==> src/rtl/rca_pkg.sv <==
// rca_pkg: shared constants, FSM state type and slice-count helper for the
// sequential ripple-carry adder controller (rca_seq_ctrl) and its slice adder.
package rca_pkg;
    localparam int SLICE_W = 3;

    typedef enum logic [1:0] {IDLE, RUN, DONE} rca_seq_state_t;

    // Number of slice cycles needed for a given operand width.
    function automatic int rca_nslice(input int width);
        return width / SLICE_W;
    endfunction
endpackage

==> src/rtl/rca_seq_ctrl_if.sv <==
// rca_seq_ctrl_if: operand/result handshake bundle for rca_seq_ctrl.
//   master: operand issuer / result consumer
//   slave : rca_seq_ctrl
// Signals: in_valid/in_ready/in_a/in_b/in_cin (operand handshake),
//          out_valid/out_ready/out_sum/out_cout (result handshake), busy.
// Optional macro RCA_SEQ_SUB_EN adds in_sub (subtract request).
interface rca_seq_ctrl_if #(parameter int WIDTH = 12);
    logic             in_valid;
    logic             in_ready;
    logic [WIDTH-1:0] in_a;
    logic [WIDTH-1:0] in_b;
    logic             in_cin;
`ifdef RCA_SEQ_SUB_EN
    logic             in_sub;
`endif
    logic             out_valid;
    logic             out_ready;
    logic [WIDTH-1:0] out_sum;
    logic             out_cout;
    logic             busy;

`ifdef RCA_SEQ_SUB_EN
    modport master (output in_valid, in_a, in_b, in_cin, in_sub, out_ready,
                    input  in_ready, out_valid, out_sum, out_cout, busy);
    modport slave  (input  in_valid, in_a, in_b, in_cin, in_sub, out_ready,
                    output in_ready, out_valid, out_sum, out_cout, busy);
`else
    modport master (output in_valid, in_a, in_b, in_cin, out_ready,
                    input  in_ready, out_valid, out_sum, out_cout, busy);
    modport slave  (input  in_valid, in_a, in_b, in_cin, out_ready,
                    output in_ready, out_valid, out_sum, out_cout, busy);
`endif
endinterface

==> src/rtl/rca_seq_ctrl_slice3.sv <==
// rca_slice3: combinational SLICE_W-bit ripple-carry full-adder chain.
// Ports: i_a, i_b (slice operands), i_cin (carry in) -> o_sum, o_cout.
module rca_slice3
    import rca_pkg::*;
(
    input  logic [SLICE_W-1:0] i_a,
    input  logic [SLICE_W-1:0] i_b,
    input  logic               i_cin,
    output logic [SLICE_W-1:0] o_sum,
    output logic               o_cout
);
    logic [SLICE_W:0] w_c;

    assign w_c[0] = i_cin;

    for (genvar i = 0; i < SLICE_W; i++) begin : g_fa
        assign o_sum[i]   = i_a[i] ^ i_b[i] ^ w_c[i];
        assign w_c[i+1]   = (i_a[i] & i_b[i]) | (i_a[i] & w_c[i]) | (i_b[i] & w_c[i]);
    end

    assign o_cout = w_c[SLICE_W];
endmodule

==> src/rtl/rca_seq_ctrl.sv <==
// rca_seq_ctrl: multi-cycle WIDTH-bit adder built on one shared 3-bit slice
// adder. Operands are captured on the input handshake, one slice is summed per
// cycle LSB first with the carry held in a register, and the result is offered
// on the output handshake.
// Ports: clk, rst_n (async active-low), bus (rca_seq_ctrl_if.slave).
// Optional macro RCA_SEQ_SUB_EN: adds in_sub; when set, B is inverted per slice
// and the carry starts at 1, giving A-B with out_cout=1 meaning no borrow.
module rca_seq_ctrl
    import rca_pkg::*;
#(
    parameter int WIDTH = 12
) (
    input  logic          clk,
    input  logic          rst_n,
    rca_seq_ctrl_if.slave bus
);
    localparam int NSLICE = rca_nslice(WIDTH);
    localparam int KW     = (NSLICE > 1) ? $clog2(NSLICE) : 1;

    if ((WIDTH % SLICE_W) != 0 || WIDTH < SLICE_W) begin : g_bad_width
        $error("rca_seq_ctrl: WIDTH must be a non-zero multiple of SLICE_W");
    end

    rca_seq_state_t   r_state, w_state_nxt;
    logic [WIDTH-1:0] r_a, r_b, r_sum;
    logic             r_carry, r_cout;
    logic [KW-1:0]    r_k;
`ifdef RCA_SEQ_SUB_EN
    logic             r_sub;
`endif

    logic               w_accept, w_last, w_cin_init;
    int                 w_idx;
    logic [SLICE_W-1:0] w_a_sl, w_b_sl, w_s_sl;
    logic               w_c_sl;

    assign w_accept = (r_state == IDLE) && bus.in_valid;
    assign w_last   = (r_k == KW'(NSLICE - 1));

    always_comb begin
        w_idx  = int'(r_k) * SLICE_W;
        w_a_sl = r_a[w_idx +: SLICE_W];
`ifdef RCA_SEQ_SUB_EN
        w_b_sl = r_b[w_idx +: SLICE_W] ^ {SLICE_W{r_sub}};
`else
        w_b_sl = r_b[w_idx +: SLICE_W];
`endif
    end

`ifdef RCA_SEQ_SUB_EN
    // Subtraction is A + ~B + 1, so the incoming carry is forced to 1.
    assign w_cin_init = bus.in_sub ? 1'b1 : bus.in_cin;
`else
    assign w_cin_init = bus.in_cin;
`endif

    rca_slice3 u_slice (
        .i_a    (w_a_sl),
        .i_b    (w_b_sl),
        .i_cin  (r_carry),
        .o_sum  (w_s_sl),
        .o_cout (w_c_sl)
    );

    always_ff @(posedge clk or negedge rst_n) begin
        if (!rst_n) r_state <= IDLE;
        else        r_state <= w_state_nxt;
    end

    always_comb begin
        w_state_nxt   = r_state;
        bus.in_ready  = 1'b0;
        bus.out_valid = 1'b0;
        bus.busy      = 1'b0;
        case (r_state)
            IDLE: begin
                bus.in_ready = 1'b1;
                if (bus.in_valid) w_state_nxt = RUN;
            end
            RUN: begin
                bus.busy = 1'b1;
                if (w_last) w_state_nxt = DONE;
            end
            DONE: begin
                bus.busy      = 1'b1;
                bus.out_valid = 1'b1;
                if (bus.out_ready) w_state_nxt = IDLE;
            end
            default: w_state_nxt = IDLE;
        endcase
    end

    // Datapath; r_sum is only partially overwritten per slice, so stale upper
    // slices of the previous result are visible until out_valid rises.
    always_ff @(posedge clk or negedge rst_n) begin
        if (!rst_n) begin
            r_a     <= '0;
            r_b     <= '0;
            r_sum   <= '0;
            r_carry <= 1'b0;
            r_cout  <= 1'b0;
            r_k     <= '0;
`ifdef RCA_SEQ_SUB_EN
            r_sub   <= 1'b0;
`endif
        end else if (w_accept) begin
            r_a     <= bus.in_a;
            r_b     <= bus.in_b;
            r_carry <= w_cin_init;
            r_k     <= '0;
`ifdef RCA_SEQ_SUB_EN
            r_sub   <= bus.in_sub;
`endif
        end else if (r_state == RUN) begin
            r_sum[w_idx +: SLICE_W] <= w_s_sl;
            r_carry                 <= w_c_sl;
            r_k                     <= r_k + KW'(1);
            if (w_last) r_cout <= w_c_sl;
        end
    end

    assign bus.out_sum  = r_sum;
    assign bus.out_cout = r_cout;
endmodule

==> src/flat_wrapper.sv <==
// flat-port wrapper written by rule: the top's interface ports become plain ports
module rca_seq_ctrl_flat import rca_pkg::*;
#(
    parameter int WIDTH = 12
)
  (clk, rst_n, bus_in_valid, bus_in_a, bus_in_b, bus_in_cin, bus_out_ready, bus_in_ready, bus_out_valid, bus_out_sum, bus_out_cout, bus_busy);
  rca_seq_ctrl_if #(.WIDTH(WIDTH)) bus_i ();
  input  logic clk;
  input  logic rst_n;
  input wire logic [$bits(bus_i.in_valid)-1:0] bus_in_valid;
  input wire logic [$bits(bus_i.in_a)-1:0] bus_in_a;
  input wire logic [$bits(bus_i.in_b)-1:0] bus_in_b;
  input wire logic [$bits(bus_i.in_cin)-1:0] bus_in_cin;
  input wire logic [$bits(bus_i.out_ready)-1:0] bus_out_ready;
  output wire logic [$bits(bus_i.in_ready)-1:0] bus_in_ready;
  output wire logic [$bits(bus_i.out_valid)-1:0] bus_out_valid;
  output wire logic [$bits(bus_i.out_sum)-1:0] bus_out_sum;
  output wire logic [$bits(bus_i.out_cout)-1:0] bus_out_cout;
  output wire logic [$bits(bus_i.busy)-1:0] bus_busy;
  assign bus_i.in_valid = bus_in_valid;
  assign bus_i.in_a = bus_in_a;
  assign bus_i.in_b = bus_in_b;
  assign bus_i.in_cin = bus_in_cin;
  assign bus_i.out_ready = bus_out_ready;
  assign bus_in_ready = bus_i.in_ready;
  assign bus_out_valid = bus_i.out_valid;
  assign bus_out_sum = bus_i.out_sum;
  assign bus_out_cout = bus_i.out_cout;
  assign bus_busy = bus_i.busy;
  rca_seq_ctrl #(.WIDTH(WIDTH)) u_core (.clk(clk), .rst_n(rst_n), .bus(bus_i));
endmodule
==> config.mk <==
export PLATFORM = sky130hd
export DESIGN_NAME = rca_seq_ctrl_flat
export DESIGN_NICKNAME = d
export VERILOG_FILES = /design/src/rtl/rca_pkg.sv /design/src/rtl/rca_seq_ctrl_if.sv /design/src/rtl/rca_seq_ctrl_slice3.sv /design/src/rtl/rca_seq_ctrl.sv /design/src/flat_wrapper.sv
export SDC_FILE = /design/constraint.sdc
export NUM_CORES = 1
export LEC_CHECK = 0
export BUFFER_PORTS_ARGS = -buffer_cell sky130_fd_sc_hd__buf_2
export CORE_MARGIN = 4
export CORE_UTILIZATION = 30
export DETAILED_ROUTE_END_ITERATION = 16
export PLACE_DENSITY = 0.47
export SETUP_SLACK_MARGIN = 0.15
export SLEW_MARGIN = 20
export SYNTH_ARGS = -nofsm -noshare
export SYNTH_HDL_FRONTEND = slang
export SYNTH_SLANG_ARGS = --single-unit
==> constraint.sdc <==
create_clock -name clk -period 3.1 [get_ports clk]
set_input_delay 0.465 -clock clk [delete_from_list [all_inputs] [get_ports clk]]
set_output_delay 0.465 -clock clk [all_outputs]
set_load 0.1 [all_outputs]
==> results.sh, run 1 <==
export IMPL_finalSetupViolCount=0
export IMPL_initial_core_util_pct=31.2
export IMPL_hold_class="input port to async pin"
export IMPL_nets=230
export IMPL_clock_latency_ns=0.29
export IMPL_max_freq_ghz=0.385
export IMPL_ys_seq_area_share_pct=52.4
export IMPL_finalMaxSlewViolations=0
export IMPL_grt_max_degree=43
export IMPL_dr_pass1_iters=4
export IMPL_dp_hpwl_mm=3.06
export IMPL_status="finished clean"
export IMPL_cts_tree="done"
export IMPL_critPathKind="register to register"
export IMPL_crit_top_cell="fa_1"
export IMPL_ant_nets=0
export IMPL_start_kind="register"
export IMPL_antenna_found_initial=0
export IMPL_grt_use_total_pct=10.7
export IMPL_cp_num_buf_inv=2
export IMPL_synth_area_mux_share_pct=22.3
export IMPL_synth_top_family_by_area="multiplexers"
export IMPL_syn_to_final_growth_pct=19.5
export IMPL_drt_iter0_drc=33
export IMPL_clockBufferDepth=2
export IMPL_multi_input_area_um2=867
export IMPL_die_area_um2=8060
export IMPL_grt_pass1_vias=1464
export IMPL_rsz0062_at_grt="false"
export IMPL_async_reset_ff_share_pct=100
export IMPL_min_period_over_period_pct=83.9
export IMPL_gp_congestion=0.735
export IMPL_cp_slowest_stage_delay_ns=0.56
export IMPL_overflow=0
export IMPL_regArea_um2=1050
export IMPL_fin_crit_ns=2.60
export IMPL_root_buffer="clkbuf_8"
export IMPL_crit_fanout=5
export IMPL_rows=29
export IMPL_crit_family="adder cells"
export IMPL_synth_simple_area_share_pct=4.43
export IMPL_slowest_stage="mux4_2"
export IMPL_coreArea_um2=6420
export IMPL_cts_resized=0
export IMPL_drcViolationCount=0
export IMPL_cts_setup_buffers=0
export IMPL_viasPerCell=4.85
export IMPL_postRouteWirelength_mm=3.94
export IMPL_clkSlewWorstSetupHoldPaths_ns=0.08
export IMPL_die_y_um=89.8
export IMPL_yosysWarnings=0
export IMPL_synth_net_count=183
export IMPL_synth_edf_count=0
export IMPL_grt_pass1_wl_mm=7.06
export IMPL_yosys_area_share_xor_xnor_pct=0.437
export IMPL_drv_cap=0
export IMPL_num_antenna_cells=0
export IMPL_portBuffers=44
export IMPL_cp_cell_sequence="mux4_2 > fa_1 > inv_1 > fa_1 > inv_1 > fa_1 > nand2_1 > o21ai_0"
export IMPL_worstPathArrival_ns=2.80
export IMPL_fin_skew_ns=0.00893
export IMPL_synth_compound_area_share_pct=7.42
export IMPL_vias=1296
export IMPL_synth_fa_ha_area_share_pct=8.61
export IMPL_fp_dieW_um=89.8
export IMPL_ys_seq_elements=42
export IMPL_cts_buffers_inserted=5
export IMPL_worstMarginPinSlew_ns=0.925
export IMPL_ys_types=27
export IMPL_drive_gt1_share_pct=44.7
export IMPL_hold_viol=0
export IMPL_avgSynthCellArea_um2=14.1
export IMPL_cts_sinks=42
export IMPL_setup_tns_ns=0
export IMPL_ios=45
export IMPL_cp_data_required_time_ns=3.30
export IMPL_cts_htree_levels=2
export IMPL_syn_area_um2=2010
export IMPL_wl_per_cell_um=14.8
export IMPL_cts_hold_buf=0
export IMPL_synth_flop_cell="dfrtp_1"
export IMPL_maxSlewHeadroom_pct=38.3
export IMPL_n_fill_cell=609
export IMPL_synth_cells=142
export IMPL_end_kind="register"
## worst reg2reg max path, cell delays in order (launching register included)
cell,delay [ns]
dfrtp_1,0.49
mux4_2,0.56
fa_1,0.39
inv_1,0.07
fa_1,0.16
inv_1,0.05
fa_1,0.56
nand2_1,0.06
o21ai_0,0.17
## logic make-up after synthesis
logic type | count (synthesis)
adder cells (fa/ha/maj) | 12
multiplexers | 34
flip-flops | 42
buffers and inverters | 17
XOR/XNOR | 1
AND/OR/NAND/NOR | 17
AO/OA/AOI/OAI | 19
## layout by cell type, fill, tap and decap left out
cell type and count:
a21oi_1 3, a22o_1 10, a221oi_1 1, mux2i_1 2, clkinvlp_4 1, a222oi_1 1, o21ai_0 2, buf_4 1
mux2_1 1, nor3b_1 1, inv_2 1, ha_1 9, o21a_1 1, nand2_2 1, nand2_1 9, buf_2 44
a221o_1 1, fa_1 3, bufinv_16 1, nor2b_1 1, clkbuf_1 1, clkbuf_8 5, mux4_2 6, and4b_1 1
nor2_1 2, xnor2_1 1, and4_1 2, mux2_2 25, inv_1 11, dfrtp_1 42
## worst paths after layout
kind                                                         from                                 to  slack, ns  depth (start not counted)
worst max register to register          u_core.r_k[0]$_DFFE_PN0P_  u_core.bus.out_sum[2]$_DFFE_PN0P_       0.50                          8
worst max-delay path                    u_core.r_k[0]$_DFFE_PN0P_  u_core.bus.out_sum[2]$_DFFE_PN0P_       0.50                          8
worst min register to register  u_core.bus.out_sum[0]$_DFFE_PN0P_  u_core.bus.out_sum[0]$_DFFE_PN0P_       0.49                          2
worst min-delay path                                        rst_n          u_core.r_a[1]$_DFFE_PN0P_       0.31                          1
max in group asynchronous                                   rst_n          u_core.r_k[0]$_DFFE_PN0P_       2.21                          1
min in group clk                                     bus_in_b[11]         u_core.r_b[11]$_DFFE_PN0P_       0.40                          2
## metal layers
layer	global-route usage [%]	up-vias	part of all wire [%]
met5	0	-	0
met4	3.07	0	0.94
met3	3.17	5	5.6
met2	18.0	36	49
met1	13.2	651	44
li1	-	604	-
## state kept, by name, indices dropped and copies added, names as in the netlist
| signal | cells |
|---|---|
| u_core.r_a | 12 |
| u_core.bus.out_cout | 1 |
| u_core.r_carry | 1 |
| u_core.r_b | 12 |
| u_core.r_k | 2 |
| u_core.r_state | 2 |
| u_core.bus.out_sum | 12 |
## final cells by class
cell class	instances	area share, %
flip-flops and latches	42	43.8
multi-input cells	83	36.2
repair buffers	45	9.50
well taps	77	4.02
clock buffers	6	3.03
inverters	12	1.88
clock inverters	2	1.57
## synth_stat cells (2+ instances only)
library cell | instances | area share [%]
nand2_1 | 9 | 1.7
mux2i_1 | 2 | 1.0
mux2_2 | 25 | 14
buf_6 | 3 | 1.7
and4_1 | 2 | 0.87
nor2_1 | 2 | 0.37
a21oi_1 | 3 | 0.75
dfrtp_1 | 42 | 52
a22o_1 | 10 | 4.4
mux4_2 | 6 | 6.7
o21ai_0 | 2 | 0.50
fa_1 | 3 | 3.0
inv_1 | 11 | 2.1
ha_1 | 9 | 5.6
## metrics by stage
step | area [um^2] | instances | hold slack (ns) | utilization [%] | setup WS [ns]
2_1_floorplan | 2010 | 142 | 0.169 | - | 0.555
3_3_place_gp | 2290 | 259 | 0.486 | 35.6 | 0.573
3_5_place_dp | 2290 | 259 | 0.481 | 35.6 | 0.466
4_1_cts | 2400 | 267 | 0.336 | 37.3 | 0.450
5_1_grt | 2400 | 267 | 0.385 | 37.3 | 0.296
6_report | 2400 | 267 | 0.310 | 37.3 | 0.499
Power of run 1 is left out: the tool's default activity adds up to more than one toggle a clock period on the data nets, which glitch-free logic cannot reach.
==> inputs of run 2 (changes only) <==
==> constraint.sdc (replaced) <==
create_clock -name clk -period 2.4 [get_ports clk]
set_input_delay 0.36 -clock clk [delete_from_list [all_inputs] [get_ports clk]]
set_output_delay 0.36 -clock clk [all_outputs]
set_load 0.1 [all_outputs]
==> run 2 against run 1 <==
Clock skew decreased by 0.0010 ns. Register-to-register slack got worse by 0.49 ns. Hold slack got worse by 0.12 ns. Wire length increased by 0.71%. First-iteration DRC count decreased by 12%. Worst setup slack got worse by 0.49 ns. Highest routed layer unchanged. Final cell count increased by 0.75%. Via count decreased by 2.0%. Die area unchanged. Clock-buffer cell count unchanged. Critical endpoint is now u_core.bus.out_sum[11]$_DFFE_PN0P_. Global-route usage decreased by 0.27 points.
==> results.sh, run 2 (synthesis gave the netlist of run 1 again) <==
export IMPL_clkSlewWorstSetupHoldPaths_ns=0.08
export IMPL_grt_pass1_wl_mm=6.78
export IMPL_drt_iter0_drc=29
export IMPL_overflow=0
export IMPL_cts_tree="done"
export IMPL_cp_data_required_time_ns=2.58
export IMPL_critPathKind="register to register"
export IMPL_nets=232
export IMPL_syn_to_final_growth_pct=21.0
export IMPL_rows=29
export IMPL_layout_setup_ws_ns=0.00971
export IMPL_final_cell_mix="buf_2, dfrtp_1, mux2_2, inv_1, a22o_1"
export IMPL_drive_gt1_share_pct=47.4
export IMPL_crit_fanout=3
export IMPL_end_kind="register"
export IMPL_worst_r2r_cell_count=8
export IMPL_post_route_util_pct=37.8
export IMPL_fin_crit_ns=2.39
export IMPL_start_kind="register"
export IMPL_coreArea_um2=6420
export IMPL_dpl_instance_area_um2=2300
export IMPL_cp_cell_sequence="mux4_2 > fa_2 > inv_2 > fa_1 > inv_1 > fa_2 > buf_6 > a22o_1"
export IMPL_crit_top_cell="fa_2"
export IMPL_worstPathArrival_ns=2.57
export IMPL_cts_hold_buf=0
export IMPL_ant_nets=0
export IMPL_drv_cap=0
export IMPL_grt_pass1_vias=1448
export IMPL_clock_latency_ns=0.29
export IMPL_worstReg2RegStart="u_core.r_k[0]$_DFFE_PN0P_"
export IMPL_crit_family="adder cells"
export IMPL_num_antenna_cells=0
export IMPL_fp_dieW_um=89.8
export IMPL_fin_area_um2=2430
export IMPL_mostFrequentLayoutCell="buf_2"
export IMPL_status="finished clean"
export IMPL_grt_use_total_pct=10.4
export IMPL_postRouteWirelength_mm=3.97
export IMPL_viasPerCell=4.72
export IMPL_timing_rr_end="u_core.bus.out_sum[11]$_DFFE_PN0P_"
export IMPL_hold_viol=0
export IMPL_clockBufferDepth=2
export IMPL_maxSlewHeadroom_pct=38.8
export IMPL_finalMaxSlewViolations=0
export IMPL_drcViolationCount=0
export IMPL_die_y_um=89.8
export IMPL_cp_num_buf_inv=3
export IMPL_rsz0062_at_grt="true"
export IMPL_antenna_found_initial=0
export IMPL_die_area_um2=8060
export IMPL_hold_class="input port to async pin"
export IMPL_gp_congestion=0.696
export IMPL_slowest_stage="mux4_2"
export IMPL_ios=45
export IMPL_rrSetupSlack_ns=0.01
export IMPL_root_buffer="clkbuf_8"
export IMPL_worstMarginPinSlew_ns=0.918
export IMPL_cts_buffers_inserted=5
export IMPL_vias=1270
export IMPL_cp_slowest_stage_delay_ns=0.52
export IMPL_min_period_over_period_pct=99.6
export IMPL_cts_sinks=42
export IMPL_grt_max_degree=43
export IMPL_portBuffers=44
export IMPL_max_freq_ghz=0.418
export IMPL_cts_htree_levels=2
export IMPL_finalSetupViolCount=0
export IMPL_dr_pass1_iters=4
export IMPL_dp_hpwl_mm=3.10
export IMPL_initial_core_util_pct=31.2
export IMPL_wl_per_cell_um=14.8
export IMPL_dp_slack_ns=-0.00322
export IMPL_fin_skew_ns=0.00789
run 2: how the worst max path moves through the flow:
| stage | startpoint | end | slack [ns] | depth (start not counted) |
|---|---|---|---|---|
| after floorplan | u_core.r_k[0]$_DFFE_PN0P_ | u_core.bus.out_sum[2]$_DFFE_PN0P_ | -0.1 | 9 |
| after global routing | u_core.r_k[0]$_DFFE_PN0P_ | u_core.bus.out_sum[8]$_DFFE_PN0P_ | -0.08 | 8 |
| after CTS | u_core.r_k[0]$_DFFE_PN0P_ | u_core.bus.out_sum[2]$_DFFE_PN0P_ | 0.0002 | 8 |
| after detailed placement | u_core.r_k[0]$_DFFE_PN0P_ | u_core.bus.out_sum[2]$_DFFE_PN0P_ | -0.003 | 8 |
| final | u_core.r_k[0]$_DFFE_PN0P_ | u_core.bus.out_sum[11]$_DFFE_PN0P_ | 0.01 | 8 |
| after global placement | u_core.r_k[0]$_DFFE_PN0P_ | u_core.bus.out_sum[2]$_DFFE_PN0P_ | 0.02 | 8 |
run 2: what timing repair did:
action	4_1_cts	5_1_grt
resized for setup	1	3
endpoints found under the hold margin	0	0
pin swaps	5	3
setup endpoints to repair	6	6
gates cloned	0	0
setup buffers	0	1
run 2: layer usage:
| metal | part of all wire, % | GRT usage, % |
|---|---|---|
| met1 | 42 | 11.9 |
| met2 | 50 | 17.8 |
| met3 | 6.2 | 3.51 |
| met4 | 1.7 | 4.21 |
| met5 | 0 | 0 |
run 2: area by class of cell:
type / count / area (um^2)
timing repair buffer: 47 / 250
fill: 632 / 4000
tap: 77 / 96.3
inverter: 12 / 45.0
clock buffer: 6 / 72.6
clock inverter: 2 / 37.5
sequential: 42 / 1050
multi-input combinational: 83 / 872
run 2: stage by stage:
stage	TNS [ns]	std cells	hold slack (ns)
4_1_cts	0	268	0.238
2_1_floorplan	-0.360	142	0.0644
3_3_place_gp	0	260	0.481
6_report	0	269	0.188
5_1_grt	-0.284	269	0.275
3_5_place_dp	-0.00322	260	0.481
run 2: worst reg2reg max path, cell delays in order, from the launching register on:
cell and delay, ns:
dfrtp_2 0.40, mux4_2 0.52, fa_2 0.37, inv_2 0.06, fa_1 0.15, inv_1 0.05
fa_2 0.43, buf_6 0.14, a22o_1 0.17
Power of run 2 is left out for the same reason.
==> inputs of run 3 (changes only) <==
--- a/config.mk
+++ b/config.mk
@@ -5,7 +5,7 @@
 export SDC_FILE = /design/constraint.sdc
 export NUM_CORES = 1
 export LEC_CHECK = 0
-export BUFFER_PORTS_ARGS = -buffer_cell sky130_fd_sc_hd__buf_2
+export BUFFER_PORTS_ARGS = -buffer_cell sky130_fd_sc_hd__clkbuf_2
 export CORE_MARGIN = 4
 export CORE_UTILIZATION = 30
 export DETAILED_ROUTE_END_ITERATION = 16
==> constraint.sdc (replaced) <==
create_clock -name clk -period 2.4 [get_ports clk]
set_input_delay 0.36 -clock clk [delete_from_list [all_inputs] [get_ports clk]]
set_output_delay 0.36 -clock clk [all_outputs]
set_load 0.01 [all_outputs]
==> run 3 against run 2 <==
Wire length up 2.1%. Final cell count unchanged. Highest routed layer unchanged. Fmax down 0.11%.
==> results.sh, run 3 (synthesis gave the netlist of run 1 again) <==
export IMPL_max_freq_ghz=0.418
export IMPL_ant_nets=0
export IMPL_finalMaxSlewViolations=0
export IMPL_fin_crit_ns=2.39
export IMPL_grt_max_degree=43
export IMPL_antenna_found_initial=0
export IMPL_use_met2_pct=18.4
export IMPL_gp_congestion=0.708
export IMPL_rsz0062_at_grt="true"
export IMPL_cp_data_required_time_ns=2.62
export IMPL_overflow=0
export IMPL_cts_hold_buf=0
export IMPL_dp_hpwl_mm=3.10
export IMPL_status="finished clean"
export IMPL_layout_setup_ws_ns=0.00696
export IMPL_grt_pass1_wl_mm=7.05
export IMPL_finalSetupViolCount=0
export IMPL_p_leak_nw=1.17
export IMPL_ir_drop_mv=0.479
export IMPL_dpl_instance_area_um2=2310
export IMPL_coreArea_um2=6420
export IMPL_drive_gt1_share_pct=47.9
export IMPL_postRouteWirelength_mm=4.05
export IMPL_portBuffers=44
export IMPL_cts_tree="done"
export IMPL_grt_pass1_vias=1425
export IMPL_end_kind="register"
export IMPL_viasPerCell=4.68
export IMPL_cts_sinks=42
export IMPL_cts_buffers_inserted=5
export IMPL_clock_latency_ns=0.29
export IMPL_wl_per_cell_um=15.1
export IMPL_drcViolationCount=0
export IMPL_crit_fanout=4
export IMPL_grt_met3_usage_pct=3.42
export IMPL_p_per_area_nw_per_um2=1450
export IMPL_fin_area_um2=2450
export IMPL_maxSlewHeadroom_pct=60.2
export IMPL_critPathKind="register to register"
export IMPL_final_cell_mix="clkbuf_2, dfrtp_1, mux2_2, inv_1, a22o_1"
export IMPL_grt_met1_usage_pct=13.1
export IMPL_min_period_over_period_pct=99.7
export IMPL_dp_slack_ns=-0.0228
export IMPL_root_buffer="clkbuf_8"
export IMPL_fp_dieW_um=89.8
export IMPL_hold_viol=0
export IMPL_drv_cap=0
export IMPL_clockBufferDepth=2
export IMPL_die_y_um=89.8
export IMPL_clkSlewWorstSetupHoldPaths_ns=0.09
export IMPL_worstPathArrival_ns=2.61
export IMPL_dr_pass1_iters=4
export IMPL_syn_to_final_growth_pct=22.3
export IMPL_nets=232
export IMPL_ios=45
export IMPL_cts_htree_levels=2
export IMPL_drt_iter0_drc=22
export IMPL_power_total_mw=3.57
export IMPL_vias=1259
export IMPL_grt_use_total_pct=10.7
export IMPL_hold_class="input port to async pin"
export IMPL_rows=29
export IMPL_num_antenna_cells=0
export IMPL_initial_core_util_pct=31.2
export IMPL_fin_skew_ns=0.00572
export IMPL_start_kind="register"
export IMPL_die_area_um2=8060
export IMPL_mostFrequentLayoutCell="clkbuf_2"
export IMPL_grt_most_used_layer="met2"
export IMPL_worstMarginPinSlew_ns=0.595
-- run 3: cell types whose count changed in the layout (fill, tap and decap cells not counted), sizes merged --
cell	previous run	this run
clkinv	0	1
clkbuf	6	49
clkinvlp	1	0
buf	47	3
bufinv	1	2
-- run 3: metal layers --
| metal | wire length (um) | part of all wire, % |
|---|---|---|
| met5 | 0 | 0 |
| met4 | 23 | 0.57 |
| met3 | 195 | 4.8 |
| met2 | 2020 | 50 |
| met1 | 1820 | 45 |
-- run 3: through the flow --
stage	util (%)	cells	hold slack (ns)	TNS [ns]
final	38.2	269	0.137	0
after CTS	38.1	269	0.153	-0.00964
after detailed placement	35.9	261	0.473	-0.0228
after global routing	38.2	269	0.180	-0.283
after floorplan	-	142	0.0644	-0.356
after global placement	35.9	261	0.452	0
-- run 3: worst max-delay path: stages (launching register included) --
cell     delay [ns]
dfrtp_1        0.42
mux4_2         0.54
fa_2           0.37
inv_2          0.06
fa_1           0.15
inv_1          0.05
fa_2           0.57
nand2_1        0.07
o21ai_2        0.12
-- run 3: path summary, 6_finish.rpt --
| path | endpoint | depth (start not counted) | start | slack, ns |
|---|---|---|---|---|
| min reg2reg | u_core.bus.out_sum[0]$_DFFE_PN0P_ | 2 | u_core.bus.out_sum[0]$_DFFE_PN0P_ | 0.50 |
| min | u_core.bus.out_sum[8]$_DFFE_PN0P_ | 2 | rst_n | 0.14 |
| max reg2reg | u_core.bus.out_sum[2]$_DFFE_PN0P_ | 8 | u_core.r_k[0]$_DFFE_PN0P_ | 0.007 |
| max in group asynchronous | u_core.r_b[11]$_DFFE_PN0P_ | 2 | rst_n | 1.90 |
| max | u_core.bus.out_sum[2]$_DFFE_PN0P_ | 8 | u_core.r_k[0]$_DFFE_PN0P_ | 0.007 |
| min in group clk | u_core.r_b[4]$_DFFE_PN0P_ | 2 | bus_in_b[4] | 0.30 |
-- run 3: area by class of cell --
type	instances	area [um^2]
clock buffers	5	68.8
flip-flops and latches	42	1050
well taps	77	96.3
clock inverters	3	68.8
repair buffers	47	243
fillers	616	3970
multi-input cells	83	880
inverters	12	45.0
-- run 3: where the power goes --
group / internal, mW / switching [mW] / leakage (nW)
clock network: 0.417 / 0.249 / 0.0683
logic: 0.844 / 0.836 / 0.584
registers: 1.04 / 0.183 / 0.522
-- run 3: repair_timing --
action,CTS,global route
pin swaps,5,1
setup buffers,0,0
setup endpoints to repair,6,6
gates resized for setup,2,1
(Power assumes the default switching activity.)
